===== src/rtl/mem_access_unit.sv =====
// Word-granular RAM master for RISC-V byte/half/word loads and stores (RMW for sub-word stores).
// Define MEM_MISALIGNED_SPLIT_EN to split misaligned accesses that straddle two words.
module mem_access_unit #(
    parameter int unsigned ADDR_WIDTH = 16
) (
    input  logic                  clk,
    input  logic                  reset,
    input  logic                  req_valid,
    output logic                  req_ready,
    input  logic                  req_write,
    input  logic [1:0]            req_size,
    input  logic                  req_unsigned,
    input  logic [ADDR_WIDTH-1:0] req_addr,
    input  logic [31:0]           req_wdata,
    output logic                  resp_valid,
    output logic [31:0]           resp_rdata,
    output logic                  resp_error,
    output logic                  ram_we,
    output logic [ADDR_WIDTH-1:0] ram_addr,
    output logic [31:0]           ram_wdata,
    input  logic [31:0]           ram_rdata
);

    typedef enum logic [3:0] {
        StIdle,
        StAccess,
        StWrite,
        StAccessLo,
        StAccessHi,
        StRdLo,
        StRdHi,
        StWrLo,
        StWrHi
    } state_e;

    state_e                state_q, state_d;
    logic                  write_q, write_d;
    logic [1:0]            size_q, size_d;
    logic                  uns_q, uns_d;
    logic [1:0]            off_q, off_d;
    logic [ADDR_WIDTH-1:0] base_q, base_d;
    logic [31:0]           wdata_q, wdata_d;
    logic                  ram_we_q, ram_we_d;
    logic [ADDR_WIDTH-1:0] ram_addr_q, ram_addr_d;
    logic [31:0]           ram_wdata_q, ram_wdata_d;
    logic                  resp_valid_q, resp_valid_d;
    logic [31:0]           resp_rdata_q, resp_rdata_d;
    logic                  resp_error_q, resp_error_d;
`ifdef MEM_MISALIGNED_SPLIT_EN
    logic [31:0]           lo_q, lo_d;
    logic [31:0]           hi_q, hi_d;
`endif

    logic                  accept;
    logic                  misaligned;
    logic                  spans;
    logic                  bad_req;
    logic [ADDR_WIDTH-1:0] req_base;

    // Select the addressed lane of a (possibly two-word) little-endian window and extend it.
    function automatic logic [31:0] extract(input logic [63:0] dw, input logic [1:0] off,
                                            input logic [1:0] size, input logic uns);
        logic [31:0] w;
        w = 32'(dw >> {off, 3'b000});
        case (size)
            2'd0:    extract = uns ? {24'b0, w[7:0]} : {{24{w[7]}}, w[7:0]};
            2'd1:    extract = uns ? {16'b0, w[15:0]} : {{16{w[15]}}, w[15:0]};
            default: extract = w;
        endcase
    endfunction

    function automatic logic [63:0] merge(input logic [63:0] dw, input logic [31:0] wd,
                                          input logic [1:0] off, input logic [1:0] size);
        logic [63:0] mask;
        logic [63:0] data;
        case (size)
            2'd0:    mask = 64'h0000_0000_0000_00ff;
            2'd1:    mask = 64'h0000_0000_0000_ffff;
            default: mask = 64'h0000_0000_ffff_ffff;
        endcase
        mask  = mask << {off, 3'b000};
        data  = {32'b0, wd} << {off, 3'b000};
        merge = (dw & ~mask) | (data & mask);
    endfunction

    assign req_ready  = (state_q == StIdle) && !reset;
    assign accept     = req_valid && req_ready;
    assign req_base   = {req_addr[ADDR_WIDTH-1:2], 2'b00};
    assign misaligned = ((req_size == 2'd1) && req_addr[0]) ||
                        ((req_size == 2'd2) && (req_addr[1:0] != 2'b00));
    // A half at offset 1 is misaligned but still lives inside one word.
    assign spans      = ((req_size == 2'd1) && (req_addr[1:0] == 2'b11)) ||
                        ((req_size == 2'd2) && (req_addr[1:0] != 2'b00));
`ifdef MEM_MISALIGNED_SPLIT_EN
    assign bad_req    = (req_size == 2'd3);
`else
    assign bad_req    = (req_size == 2'd3) || misaligned;
`endif

    always_comb begin
        state_d      = state_q;
        write_d      = write_q;
        size_d       = size_q;
        uns_d        = uns_q;
        off_d        = off_q;
        base_d       = base_q;
        wdata_d      = wdata_q;
        ram_we_d     = 1'b0;
        ram_addr_d   = ram_addr_q;
        ram_wdata_d  = ram_wdata_q;
        resp_valid_d = 1'b0;
        resp_rdata_d = resp_rdata_q;
        resp_error_d = resp_error_q;
`ifdef MEM_MISALIGNED_SPLIT_EN
        lo_d         = lo_q;
        hi_d         = hi_q;
`endif

        unique case (state_q)
            StIdle: begin
                if (accept) begin
                    write_d = req_write;
                    size_d  = req_size;
                    uns_d   = req_unsigned;
                    off_d   = req_addr[1:0];
                    base_d  = req_base;
                    wdata_d = req_wdata;
                    if (bad_req) begin
                        resp_valid_d = 1'b1;
                        resp_error_d = 1'b1;
                        resp_rdata_d = 32'b0;
`ifdef MEM_MISALIGNED_SPLIT_EN
                    end else if (spans) begin
                        ram_addr_d = req_base;
                        state_d    = req_write ? StRdLo : StAccessLo;
`endif
                    end else begin
                        ram_addr_d = req_base;
                        state_d    = StAccess;
                        if (req_write && (req_size == 2'd2)) begin
                            ram_we_d    = 1'b1;
                            ram_wdata_d = req_wdata;
                        end
                    end
                end
            end
            StAccess: begin
                if (write_q && (size_q != 2'd2)) begin
                    ram_we_d    = 1'b1;
                    ram_wdata_d = 32'(merge({32'b0, ram_rdata}, wdata_q, off_q, size_q));
                    state_d     = StWrite;
                end else begin
                    resp_valid_d = 1'b1;
                    resp_error_d = 1'b0;
                    resp_rdata_d = write_q ? 32'b0 : extract({32'b0, ram_rdata}, off_q, size_q,
                                                             uns_q);
                    state_d      = StIdle;
                end
            end
            StWrite: begin
                resp_valid_d = 1'b1;
                resp_error_d = 1'b0;
                resp_rdata_d = 32'b0;
                state_d      = StIdle;
            end
`ifdef MEM_MISALIGNED_SPLIT_EN
            StAccessLo: begin
                lo_d       = ram_rdata;
                ram_addr_d = base_q + ADDR_WIDTH'(4);
                state_d    = StAccessHi;
            end
            StAccessHi: begin
                resp_valid_d = 1'b1;
                resp_error_d = 1'b0;
                resp_rdata_d = extract({ram_rdata, lo_q}, off_q, size_q, uns_q);
                state_d      = StIdle;
            end
            StRdLo: begin
                lo_d       = ram_rdata;
                ram_addr_d = base_q + ADDR_WIDTH'(4);
                state_d    = StRdHi;
            end
            StRdHi: begin
                {hi_d, ram_wdata_d} = merge({ram_rdata, lo_q}, wdata_q, off_q, size_q);
                ram_we_d            = 1'b1;
                ram_addr_d          = base_q;
                state_d             = StWrLo;
            end
            StWrLo: begin
                ram_we_d    = 1'b1;
                ram_addr_d  = base_q + ADDR_WIDTH'(4);
                ram_wdata_d = hi_q;
                state_d     = StWrHi;
            end
            StWrHi: begin
                resp_valid_d = 1'b1;
                resp_error_d = 1'b0;
                resp_rdata_d = 32'b0;
                state_d      = StIdle;
            end
`endif
            default: state_d = StIdle;
        endcase
    end

    always_ff @(posedge clk) begin
        if (reset) begin
            state_q      <= StIdle;
            write_q      <= 1'b0;
            size_q       <= 2'b0;
            uns_q        <= 1'b0;
            off_q        <= 2'b0;
            base_q       <= '0;
            wdata_q      <= 32'b0;
            ram_we_q     <= 1'b0;
            ram_addr_q   <= '0;
            ram_wdata_q  <= 32'b0;
            resp_valid_q <= 1'b0;
            resp_rdata_q <= 32'b0;
            resp_error_q <= 1'b0;
`ifdef MEM_MISALIGNED_SPLIT_EN
            lo_q         <= 32'b0;
            hi_q         <= 32'b0;
`endif
        end else begin
            state_q      <= state_d;
            write_q      <= write_d;
            size_q       <= size_d;
            uns_q        <= uns_d;
            off_q        <= off_d;
            base_q       <= base_d;
            wdata_q      <= wdata_d;
            ram_we_q     <= ram_we_d;
            ram_addr_q   <= ram_addr_d;
            ram_wdata_q  <= ram_wdata_d;
            resp_valid_q <= resp_valid_d;
            resp_rdata_q <= resp_rdata_d;
            resp_error_q <= resp_error_d;
`ifdef MEM_MISALIGNED_SPLIT_EN
            lo_q         <= lo_d;
            hi_q         <= hi_d;
`endif
        end
    end

    // Gate with reset so a write in flight when reset rises never reaches the RAM.
    assign ram_we     = ram_we_q && !reset;
    assign ram_addr   = ram_addr_q;
    assign ram_wdata  = ram_wdata_q;
    assign resp_valid = resp_valid_q;
    assign resp_rdata = resp_rdata_q;
    assign resp_error = resp_error_q;

endmodule


===== config.mk =====
export PLATFORM = sky130hd
export DESIGN_NAME = mem_access_unit
export DESIGN_NICKNAME = d
export VERILOG_FILES = /design/src/rtl/mem_access_unit.sv
export SDC_FILE = /design/constraint.sdc
export NUM_CORES = 1
export LEC_CHECK = 0
export BUFFER_PORTS_ARGS = -buffer_cell sky130_fd_sc_hd__buf_2
export CAP_MARGIN = 10
export CORE_MARGIN = 2
export CORE_UTILIZATION = 35
export DETAILED_ROUTE_END_ITERATION = 7
export GPL_TIMING_DRIVEN = 0
export SYNTH_ARGS = -nofsm -noshare
export SYNTH_HDL_FRONTEND = slang
export SYNTH_SLANG_ARGS = --single-unit

===== constraint.sdc =====
create_clock -name clk -period 2.55 [get_ports clk]
set_input_delay 0.765 -clock clk [delete_from_list [all_inputs] [get_ports clk]]
set_output_delay 0.765 -clock clk [all_outputs]
set_load 0.01 [all_outputs]

==> results by group, run 1 <==
Outcome
  – Result of the run: finished clean

CTS
  – Number of buffers created by CTS: 17
  – CTS HTree Levels: 4
  – Clock latency on the worst-skew pair: 0.42 ns
  – Worst-case clock buffer depth: 2
  – Number of clock sinks: 121
  – Setup fix buffers added after clock tree synthesis: 0
  – Root buffer selected by CTS: sky130_fd_sc_hd__clkbuf_16
  – Clock slew at reported path FFs: 0.06 ns
  – TritonCTS clock tree: built

Synthesis
  – Most used DFF post-synth: sky130_fd_sc_hd__dfxtp_1
  – Number of distinct library cells after synthesis: 55
  – Number of instances in the synthesized netlist: 699
  – Fraction of synthesized cell area taken by the top area cell type: 0.392
  – Number of enable-type register cells in the synthesized netlist: 0
  – Post-Synthesis Cell Area: 6180 um^2
  – Proportion of synthesized chip area in sequential cells: 0.392
  – Library cell occupying the most area in the post-synthesis netlist: sky130_fd_sc_hd__dfxtp_1
  – Number of storage elements in the synthesis netlist: 121
  – Avg Synthesized Cell Area: 8.85 um^2
  – Number of warning messages in the yosys log: 0
  – Most frequently used cell type in the post-synthesis netlist: sky130_fd_sc_hd__dfxtp_1
  – Main area contributors after synthesis: sky130_fd_sc_hd__dfxtp_1 (39%), sky130_fd_sc_hd__mux2i_1 (6.3%), sky130_fd_sc_hd__nand2_1 (5.7%)
  – Cell types with the highest counts after synthesis: sky130_fd_sc_hd__dfxtp_1 (121), sky130_fd_sc_hd__nand2_1 (94), sky130_fd_sc_hd__o21ai_0 (59)
  – Synth async-reset ratio: 0

Finish
  – Count of placed standard cells in the final layout, fillers left out: 1,124
  – Fraction of final layout cells with drive strength greater than 1: 0.279
  – Area growth from synthesis to final layout: 29.1%
  – Net total in the final layout: 977
  – Final Util: 0.461
  – Filler instances: 1,751
  – Area of combinational cells with multiple inputs: 3350 um^2
  – Antenna Diode Count: 0
  – Area used by sequential logic in the layout: 2420 um^2

Drt
  – Mean number of vias per cell: 5.61
  – DRT antenna net count: 0
  – Drt pass-1 iters: 6
  – Drc violations: 0
  – Final WL: 23,300 um
  – Initial drt markers: 616
  – Total via count after detailed routing: 6,306
  – Post-DR wirelength/cell: 20.7 um

Global routing
  – Number of global-route vias before repair: 5,983
  – Antenna violations before repair: 0
  – Maximum number of pins on one net before global-route repair: 17
  – Global-route wire length before repair: 34,900 um
  – Remaining global-route overflow: 0
  – Overall fraction of global-route tracks in use: 0.249

Power and ir drop
  – Leakage power total: 3.50 nW
  – Pwr/cell area: 727 nW/um^2
  – Sum of internal, switching and leakage power: 5.80 mW
  – Largest voltage drop on the vdd net: 0.000491 V

Job
  – Max-capacitance violation count: 0

Floorplanning
  – Core Footprint: 17,300 um^2
  – Starting density of the core: 0.358
  – Top-Level Pins: 171
  – DIE HEIGHT: 137 um
  – Area of the die: 18,700 um^2
  – Num rows: 48
  – Die Wd: 137 um

STA
  – Max-slew violation count: 0
  – RSZ-0062 raised after global routing: no
  – Timing-limited maximum frequency: 423 MHz
  – Final clock skew: 0.00737 ns
  – Final hold violation count: 0
  – Worst slew margin: 0.340
  – Final setup violation count: 0
  – Sum Neg Setup Slack: 0 ns
  – Minimum clock period after layout: 2.36 ns
  – Measured slew at the worst slew-check pin: 0.991 ns
  – Final critical-path setup slack: 0.188 ns
  – Period Utilization, post-route: 0.926

Setup path
  – Slack of the worst reg-to-reg path: 0.19 ns
  – Largest stage delay, worst path: 0.45 ns
  – Family with the most delay on the worst path: buffers and inverters
  – Critical path's slowest cell: sky130_fd_sc_hd__clkbuf_1
  – Critical path peak fanout: 10
  – Cell type with the highest occurrence count on the critical path: sky130_fd_sc_hd__buf_2
  – Kind of critical path: flip-flop to flip-flop
  – CP startpoint kind: flip-flop
  – Cell count along the critical path: 8
  – Arrival time at the worst endpoint: 2.65 ns
  – Data required time at the worst endpoint: 2.84 ns
  – Total buffers and inverters traversed by the critical path: 4
  – CP cell instances: inv_1 > ha_1 > buf_2 > buf_2 > clkbuf_1 > o311ai_0 > o2111ai_1 > a21oi_1
  – Worst Reg2Reg Path Length in Cells: 8
  – CP Capture Type: flip-flop

Placement
  – Number of placed instances with taps included: 1,093
  – Pre-CTS setup slack: -0.251 ns
  – Gpl congestion: 0.958
  – Final HPWL DP: 17,500 um
  – Count of buffers inserted at the top-level ports: 168

Worst hold path
  – Worst hold path class: flip-flop to flip-flop
  – Worst hold path depth: 2
==> power by group <==
group | internal (mW) | switching, mW | leakage [nW]
combinational | 0.352 | 0.606 | 2.19
clock | 1.84 | 0.969 | 0.322
sequential | 1.98 | 0.0577 | 0.985
==> worst paths after layout <==
path / from / endpoint
max: state_q[1] / ram_wdata[7]
min: wdata_q[24] / wdata_q[24]
max reg2reg: state_q[1] / ram_wdata[7]
min reg2reg: wdata_q[24] / wdata_q[24]
==> tightest hold or removal path, stage by stage, from the launching register on <==
cell and delay, ns:
sky130_fd_sc_hd__dfxtp_1 0.31, sky130_fd_sc_hd__nand3_1 0.06, sky130_fd_sc_hd__nand2_1 0.04
==> layer usage <==
layer	wire length [um]	global-route usage
met4	433	0.0939
met3	2310	0.0619
met5	0	0
met1	10600	0.344
met2	9980	0.372
==> cell families after synthesis <==
kind of cell / count (synthesis) / share of synthesized area
AOI/OAI and AO/OA: 243 / 0.292
adders and majority gates: 4 / 0.00809
buffers and inverters: 90 / 0.0670
DFF: 121 / 0.392
muxes: 48 / 0.0959
other: 1 / 0.000606
and+or+nand+nor: 192 / 0.144
==> layout by cell type (no fill, tap or decap), types with 8 or more instances in the layout <==
cell	n
sky130_fd_sc_hd__buf_2	191
sky130_fd_sc_hd__dfxtp_1	121
sky130_fd_sc_hd__nand2_1	94
sky130_fd_sc_hd__o21ai_0	59
sky130_fd_sc_hd__mux2i_1	39
sky130_fd_sc_hd__a22o_1	33
sky130_fd_sc_hd__clkbuf_1	30
sky130_fd_sc_hd__a21oi_1	26
sky130_fd_sc_hd__inv_1	22
sky130_fd_sc_hd__nor2_1	22
sky130_fd_sc_hd__nor2b_1	21
sky130_fd_sc_hd__nand3_1	21
sky130_fd_sc_hd__o31ai_1	19
sky130_fd_sc_hd__o2111ai_1	17
sky130_fd_sc_hd__clkbuf_16	17
sky130_fd_sc_hd__o311ai_0	16
sky130_fd_sc_hd__nor3_1	11
sky130_fd_sc_hd__nand2b_1	10
sky130_fd_sc_hd__a221oi_1	9
sky130_fd_sc_hd__mux4_2	9
sky130_fd_sc_hd__buf_4	8
sky130_fd_sc_hd__a221o_1	8
sky130_fd_sc_hd__o21bai_1	8
sky130_fd_sc_hd__a311oi_1	8
==> registers in the layout (all words and copies together), names as in the netlist, 2 cells and up <==
register	cells
state_q	2
off_q	2
wdata_q	32
ram_wdata	32
resp_rdata	32
size_q	2
ram_addr	14
==> metrics by stage <==
step	hold WS (ns)	instance area (um^2)
after floorplan	0.431	6190
after global placement	0.439	7310
after CTS	0.456	7980
final	0.459	7980
after global routing	0.485	7980
after detailed placement	0.443	7310
==> layout make-up <==
type	count	share of cell area
inverter	22	0.0103
tap	225	0.0353
clock inverter	14	0.0306
sequential	121	0.303
clock buffer	18	0.0538
buffer	67	0.0412
timing repair buffer	168	0.105
multi-input combinational	489	0.420
==> repair_timing <==
| item | in CTS | in global routing |
|---|---|---|
| gates resized for setup | 1 | 0 |
| hold endpoints to repair | 0 | 0 |
| hold buffers | 0 | 0 |
| setup endpoints to repair | 2 | 0 |
Note: power is estimated with default switching activity, not from simulation.
==> run 2, diff against run 1 <==
REMOVE_ABC_BUFFERS = 1   (was not set)
==> run 2 against run 1 <==
Effect of this change: via count fell by 2.1%; clock skew is 0.0014 ns higher; global-route usage fell by 0.77 points; register-to-register slack got worse by 0.10 ns; combinational power fell by 2.7%; count of clock-buffer cells in the layout increased by 1; critical path depth down 1; sequential power barely moved; hold slack better by 0.00074 ns; design area hardly changed; sequential cell count is the same; critical endpoint is now ram_wdata[8].
==> results by group, run 2 (synthesis results as in run 1) <==
Floorplanning
  – Starting density of the core: 0.358 (unchanged)
  – DIE HEIGHT: 137 um (unchanged)
  – Core Footprint: 17,300 um^2 (unchanged)
  – Top-Level Pins: 171 (unchanged)
  – Area of the die: 18,700 um^2 (unchanged)
  – Die Wd: 137 um (unchanged)
  – Num rows: 48 (unchanged)

CTS
  – Clock slew at reported path FFs: 0.06 ns (about the same)
  – Clock latency on the worst-skew pair: 0.43 ns (about the same)
  – Number of clock sinks: 121 (unchanged)
  – TritonCTS clock tree: built
  – Number of buffers created by CTS: 17 (unchanged)
  – Root buffer selected by CTS: sky130_fd_sc_hd__clkbuf_16
  – CTS HTree Levels: 4 (unchanged)
  – Worst-case clock buffer depth: 2 (unchanged)

Worst hold path
  – Worst hold path class: flip-flop to flip-flop
  – Start point of the worst hold path: resp_rdata[2]

Power and ir drop
  – Logic pwr share: 0.167 (+0.002)
  – Internal power contribution: 3.98 mW (-4.7%)
  – Largest voltage drop on the vdd net: 0.000519 V (+5.6%)
  – Pwr/cell area: 698 nW/um^2 (-4.1%)
  – Clock group share of total power: 0.462 (-0.023)
  – Leakage power total: 3.40 nW (-2.8%)
  – Fraction of power spent switching nets: 0.286 (+0.00480)
  – Sum of internal, switching and leakage power: 5.57 mW (-4.0%)
  – Relative contribution of sequential cells to total power: 0.371 (+0.021)
  – Switching power: 1.59 mW (-2.4%)

Global routing
  – Met1 GRT Util: 0.318 (-0.0259)
  – Remaining global-route overflow: 0 (unchanged)
  – Layer with the highest usage after global routing: met2
  – Met2 usage in global routing: 0.379 (+0.00691)
  – Number of global-route vias before repair: 5,648 (-5.6%)
  – Maximum number of pins on one net before global-route repair: 74 (+57)
  – Met3 demand-to-capacity share in global routing: 0.0537 (-0.00815)
  – Global-route wire length before repair: 33,400 um (-4.2%)
  – Overall fraction of global-route tracks in use: 0.241 (-0.00772)
  – Antenna violations before repair: 1 (+1)

Setup path
  – Critical path peak fanout: 29 (+19)
  – Arrival time at the worst endpoint: 2.80 ns (+0.15 ns)
  – Data required time at the worst endpoint: 2.89 ns (+0.05 ns)
  – Reg-to-reg critical path startpoint: state_q[1]
  – CP Capture Type: flip-flop
  – Kind of critical path: flip-flop to flip-flop
  – CP startpoint: state_q[1]
  – CP startpoint kind: flip-flop

STA
  – Final setup violation count: 0 (unchanged)
  – Measured slew at the worst slew-check pin: 0.998 ns (+0.00752 ns)
  – Period Utilization, post-route: 0.966 (+0.0395)
  – Timing-limited maximum frequency: 406 MHz (-4.1%)
  – Max-slew violation count: 0 (unchanged)
  – Worst slew margin: 0.333 (-0.00638)
  – Final clock skew: 0.00873 ns (+0.00136 ns)
  – Minimum clock period after layout: 2.46 ns (+0.101 ns)
  – Final hold violation count: 0 (unchanged)
  – RSZ-0062 raised after global routing: no

Finish
  – Most frequent cells in the layout: sky130_fd_sc_hd__buf_2 (167), sky130_fd_sc_hd__dfxtp_1 (118), sky130_fd_sc_hd__nand2_1 (94), sky130_fd_sc_hd__o21ai_0 (59), sky130_fd_sc_hd__mux2i_1 (39)
  – Final non-filler cell area: 7980 um^2 (about the same)
  – Antenna Diode Count: 0 (unchanged)
  – Area growth from synthesis to final layout: 29.1% (about the same)
  – Count of placed standard cells in the final layout, fillers left out: 1,074 (-4.4%)
  – Commonest non-fill, non-tap cell in the layout: sky130_fd_sc_hd__buf_2
  – Net total in the final layout: 927 (-5.1%)
  – Fraction of final layout cells with drive strength greater than 1: 0.294 (+0.0153)

Outcome
  – Result of the run: finished clean

Drt
  – Total via count after detailed routing: 6,176 (-2.1%)
  – Final WL: 23,100 um (-1.0%)
  – Drt pass-1 iters: 5 (-1)
  – Mean number of vias per cell: 5.75 (+2.5%)
  – Drc violations: 0 (unchanged)
  – Post-DR wirelength/cell: 21.5 um (+3.6%)
  – Initial drt markers: 456 (-26%)
  – DRT antenna net count: 0 (unchanged)

Placement
  – Placed Instance Area: 7210 um^2 (-1.4%)
  – Final HPWL DP: 14,400 um (-18%)
  – Gpl congestion: 0.818 (-15%)
  – Count of buffers inserted at the top-level ports: 168 (unchanged)
  – Number of placed instances with taps included: 1,034 (-5.4%)

Job
  – Max-capacitance violation count: 0 (unchanged)
## run 2: power by group through the flow
stage	registers (mW)	clock network [mW]	logic (mW)
after floorplan	2.13	0	0.454
after global placement	2.15	0	0.781
after detailed placement	2.11	0	0.874
after CTS	2.07	2.60	0.901
after global routing	2.07	2.68	1.00
final	2.06	2.58	0.932
## run 2: timing repair
item                       4_1_cts  5_1_grt
gates resized for setup         10        4
hold buffers                     0        0
buffers inserted                 4        1
pin swaps                        1        0
setup endpoints to repair       66       45
cloned                           3        0
## run 2: metal layers
metal,vias up,share of wire
met5,-,0
met4,0,0.031
met3,53,0.082
met2,289,0.47
met1,2951,0.42
li1,2883,-
## run 2: worst max-delay path: stages (launching register included)
cell	delay [ns]
sky130_fd_sc_hd__dfxtp_1	0.40
sky130_fd_sc_hd__inv_1	0.11
sky130_fd_sc_hd__ha_4	0.29
sky130_fd_sc_hd__buf_16	0.22
sky130_fd_sc_hd__nand2b_1	0.30
sky130_fd_sc_hd__o31a_2	0.57
sky130_fd_sc_hd__nor2_4	0.18
sky130_fd_sc_hd__a311oi_1	0.27
## run 2: layout make-up
cell class              instances  area (um^2)
repair inverters                1         5.00
well taps                     225          282
flip-flops and latches        121         2430
clock inverters                13          166
fillers                      1713         9310
clock buffers                  19          464
multi-input cells             491         3450
repair buffers                182         1100
inverters                      22         86.3
## run 2: path summary, 6_finish.rpt
kind | depth (start not counted) | slack (ns) | endpoint
hold / removal | 1 | 0.46 | resp_rdata[2]
setup / recovery | 7 | 0.09 | ram_wdata[8]
hold reg to reg | 1 | 0.46 | resp_rdata[2]
setup reg to reg | 7 | 0.09 | ram_wdata[8]
## run 2: metrics by stage
stage,utilization,setup TNS [ns],worst slack [ns],hold slack [ns]
floorplan,-,-57.80,-0.993,0.431
global placement,0.404,-266.55,-3.34,0.441
detailed placement,0.417,-75.82,-2.01,0.447
CTS,0.459,0,0.0178,0.459
global route,0.462,0,0.00817,0.474
finish,0.462,0,0.0877,0.459
==> run 3, diff against run 2 <==
clock period = 3.13 ns   (was 2.55 ns; I/O delays follow)
==> run 3 against run 2 <==
Effect of this change: count of clock-buffer cells in the layout did not move; via count is 2.0% lower; sequential cell count stayed put; wire length is 2.7% lower; setup slack better by 0.17 ns; hold slack worse by 0.0035 ns; design area shrank 0.99%; critical path type is now input pin to output pin; largest cell class unchanged.
==> results by group, run 3 (synthesis results as in run 1) <==
Outcome
  – Result of the run: finished clean

STA
  – Measured slew at the worst slew-check pin: 1.04 ns (+0.0456 ns)
  – Sum Neg Setup Slack: 0 ns (unchanged)
  – Timing-limited maximum frequency: 348 MHz
  – Worst slew margin: 0.303 (-0.0305)
  – Final setup violation count: 0 (unchanged)
  – RSZ-0062 raised after global routing: no
  – Minimum clock period after layout: 2.88 ns
  – Period Utilization, post-route: 0.919
  – Max-slew violation count: 0 (unchanged)
  – Final clock skew: 0.00779 ns (-0.000946 ns)
  – Final hold violation count: 0 (unchanged)

Setup path
  – CP Capture Type: output pin
  – Endpoint of the lowest-slack register-to-register path: ram_wdata[31]
  – Total buffers and inverters traversed by the critical path: 3 (+1)
  – CP startpoint kind: input pin
  – CP cell instances: buf_2 > buf_12 > nor2_1 > buf_2
  – Critical path's slowest cell: sky130_fd_sc_hd__buf_2
  – Cell type with the highest occurrence count on the critical path: sky130_fd_sc_hd__buf_2
  – Slack of the worst reg-to-reg path: 0.43 ns (+0.34 ns)
  – Worst Reg2Reg Path Length in Cells: 7 (unchanged)
  – Critical path peak fanout: 46 (+59%)
  – Largest stage delay, worst path: 0.42 ns (-0.15 ns)
  – Data required time at the worst endpoint: 2.19 ns (-0.70 ns)
  – Kind of critical path: input pin to output pin
  – Arrival time at the worst endpoint: 1.94 ns (-0.86 ns)
  – Reg-to-reg critical path startpoint: state_q[1]
  – Family with the most delay on the worst path: buffers and inverters

CTS
  – Clock latency on the worst-skew pair: 0.43 ns (about the same)
  – TritonCTS clock tree: built
  – Number of clock sinks: 121 (unchanged)
  – Number of buffers created by CTS: 17 (unchanged)
  – CTS HTree Levels: 4 (unchanged)
  – Clock slew at reported path FFs: 0.06 ns (about the same)
  – Number of buffers inserted by hold repair at cts: 0 (unchanged)
  – Worst-case clock buffer depth: 2 (unchanged)
  – Root buffer selected by CTS: sky130_fd_sc_hd__clkbuf_16

Finish
  – Area growth from synthesis to final layout: 27.8%
  – Most frequent cells in the layout: sky130_fd_sc_hd__buf_2 (168), sky130_fd_sc_hd__dfxtp_1 (119), sky130_fd_sc_hd__nand2_1 (94), sky130_fd_sc_hd__o21ai_0 (59), sky130_fd_sc_hd__mux2i_1 (39)
  – Commonest non-fill, non-tap cell in the layout: sky130_fd_sc_hd__buf_2
  – Count of placed standard cells in the final layout, fillers left out: 1,071 (-0.28%)
  – Net total in the final layout: 924 (-0.32%)
  – Fraction of final layout cells with drive strength greater than 1: 0.286 (-0.00841)
  – Antenna Diode Count: 0 (unchanged)
  – Filler instances: 1,720 (+0.41%)

Global routing
  – Remaining global-route overflow: 0 (unchanged)
  – Overall fraction of global-route tracks in use: 0.238 (-0.00328)
  – Antenna violations before repair: 1 (unchanged)
  – Global-route wire length before repair: 32,900 um (-1.5%)
  – Number of global-route vias before repair: 5,580 (-1.2%)
  – Maximum number of pins on one net before global-route repair: 74 (unchanged)

Drt
  – Initial drt markers: 505 (+11%)
  – DRT antenna net count: 0 (unchanged)
  – Final WL: 22,400 um (-2.7%)
  – Mean number of vias per cell: 5.65 (-1.7%)
  – Total via count after detailed routing: 6,054 (-2.0%)
  – Drc violations: 0 (unchanged)
  – Post-DR wirelength/cell: 21.0 um (-2.4%)
  – Drt pass-1 iters: 5 (unchanged)

Worst hold path
  – Worst hold path depth: 2 (+1)
  – Start point of the worst hold path: wdata_q[31]
  – Worst hold path class: flip-flop to flip-flop
  – Endpoint of the worst hold path: wdata_q[31]

Floorplanning
  – Die Wd: 137 um (unchanged)
  – Starting density of the core: 0.358 (unchanged)
  – Top-Level Pins: 171 (unchanged)
  – Area of the die: 18,700 um^2 (unchanged)
  – Core Footprint: 17,300 um^2 (unchanged)
  – Num rows: 48 (unchanged)
  – DIE HEIGHT: 137 um (unchanged)

Power and ir drop
  – Largest voltage drop on the vdd net: 0.000420 V (-19%)
  – Pwr/cell area: 571 nW/um^2 (-18%)
  – Leakage power total: 3.39 nW (-0.45%)

Placement
  – Count of buffers inserted at the top-level ports: 168 (unchanged)
  – Gpl congestion: 0.818 (unchanged)
  – Number of placed instances with taps included: 1,034 (unchanged)
  – Final HPWL DP: 14,400 um (unchanged)

Job
  – Max-capacitance violation count: 0 (unchanged)
==> run 3: changes by cell type in the layout (fill, tap and decap cells not counted), sizes merged <==
cell      delta
clkinvlp     -2
buf          -2
inv          +1
==> run 3: worst max-delay path by stage <==
stage               depth (start not counted)       start              to  slack (ns)
finish                                      4       reset       req_ready        0.25
global route                                5       reset   resp_rdata[6]        0.18
CTS                                         6       reset     ram_addr[2]        0.15
detailed placement                          6       reset    ram_wdata[9]       -1.60
global placement                            5  state_q[1]   resp_rdata[7]       -2.76
floorplan                                   5  state_q[1]  resp_rdata[10]       -0.41
==> run 3: layout make-up <==
type / instances / area (um^2) / share of cell area
Multi-Input combinational cell: 491 / 3420 / 0.433
Sequential cell: 121 / 2430 / 0.307
Timing Repair Buffer: 180 / 1060 / 0.134
Clock buffer: 19 / 464 / 0.0587
Tap cell: 225 / 282 / 0.0356
Clock inverter: 13 / 166 / 0.0211
Inverter: 22 / 82.6 / 0.0104
==> run 3: through the flow <==
stage | utilization | hold slack (ns) | area, um^2 | setup slack [ns] | power (mW)
3_3_place_gp | 0.404 | 0.441 | 6980 | -2.76 | 2.39
5_1_grt | 0.457 | 0.474 | 7910 | 0.181 | 4.67
6_report | 0.457 | 0.456 | 7910 | 0.253 | 4.52
2_1_floorplan | - | 0.431 | 5860 | -0.413 | 2.10
4_1_cts | 0.457 | 0.459 | 7900 | 0.149 | 4.52
3_5_place_dp | 0.417 | 0.447 | 7210 | -1.60 | 2.43
==> run 3: worst reg2reg max path: cells and delay by family (launching register included) <==
kind	cells	cell delay, ns
buffers and inverters	2	0.36
adders and majority gates	1	0.63
DFF	1	0.35
AOI/OAI and AO/OA	3	1.18
and+or+nand+nor	1	0.14
==> run 3: where the power goes <==
group / switching, mW / internal, mW
logic: 0.437 / 0.295
clock network: 0.774 / 1.32
registers: 0.0751 / 1.61
total: 1.29 / 3.23
==> run 3: per-layer routing <==
metal | track usage | part of all wire | vias up
met1 | 0.320 | 0.44 | 2893
met5 | 0 | 0 | -
li1 | - | - | 2880
met4 | 0.0888 | 0.026 | 0
met2 | 0.371 | 0.47 | 235
met3 | 0.0533 | 0.071 | 46
==> run 3: timing repair <==
action | in CTS | in global routing
setup endpoints to repair | 24 | 2
gates resized for setup | 4 | 1
pin swaps | 1 | 0
setup buffers | 3 | 0
gates cloned | 2 | 0
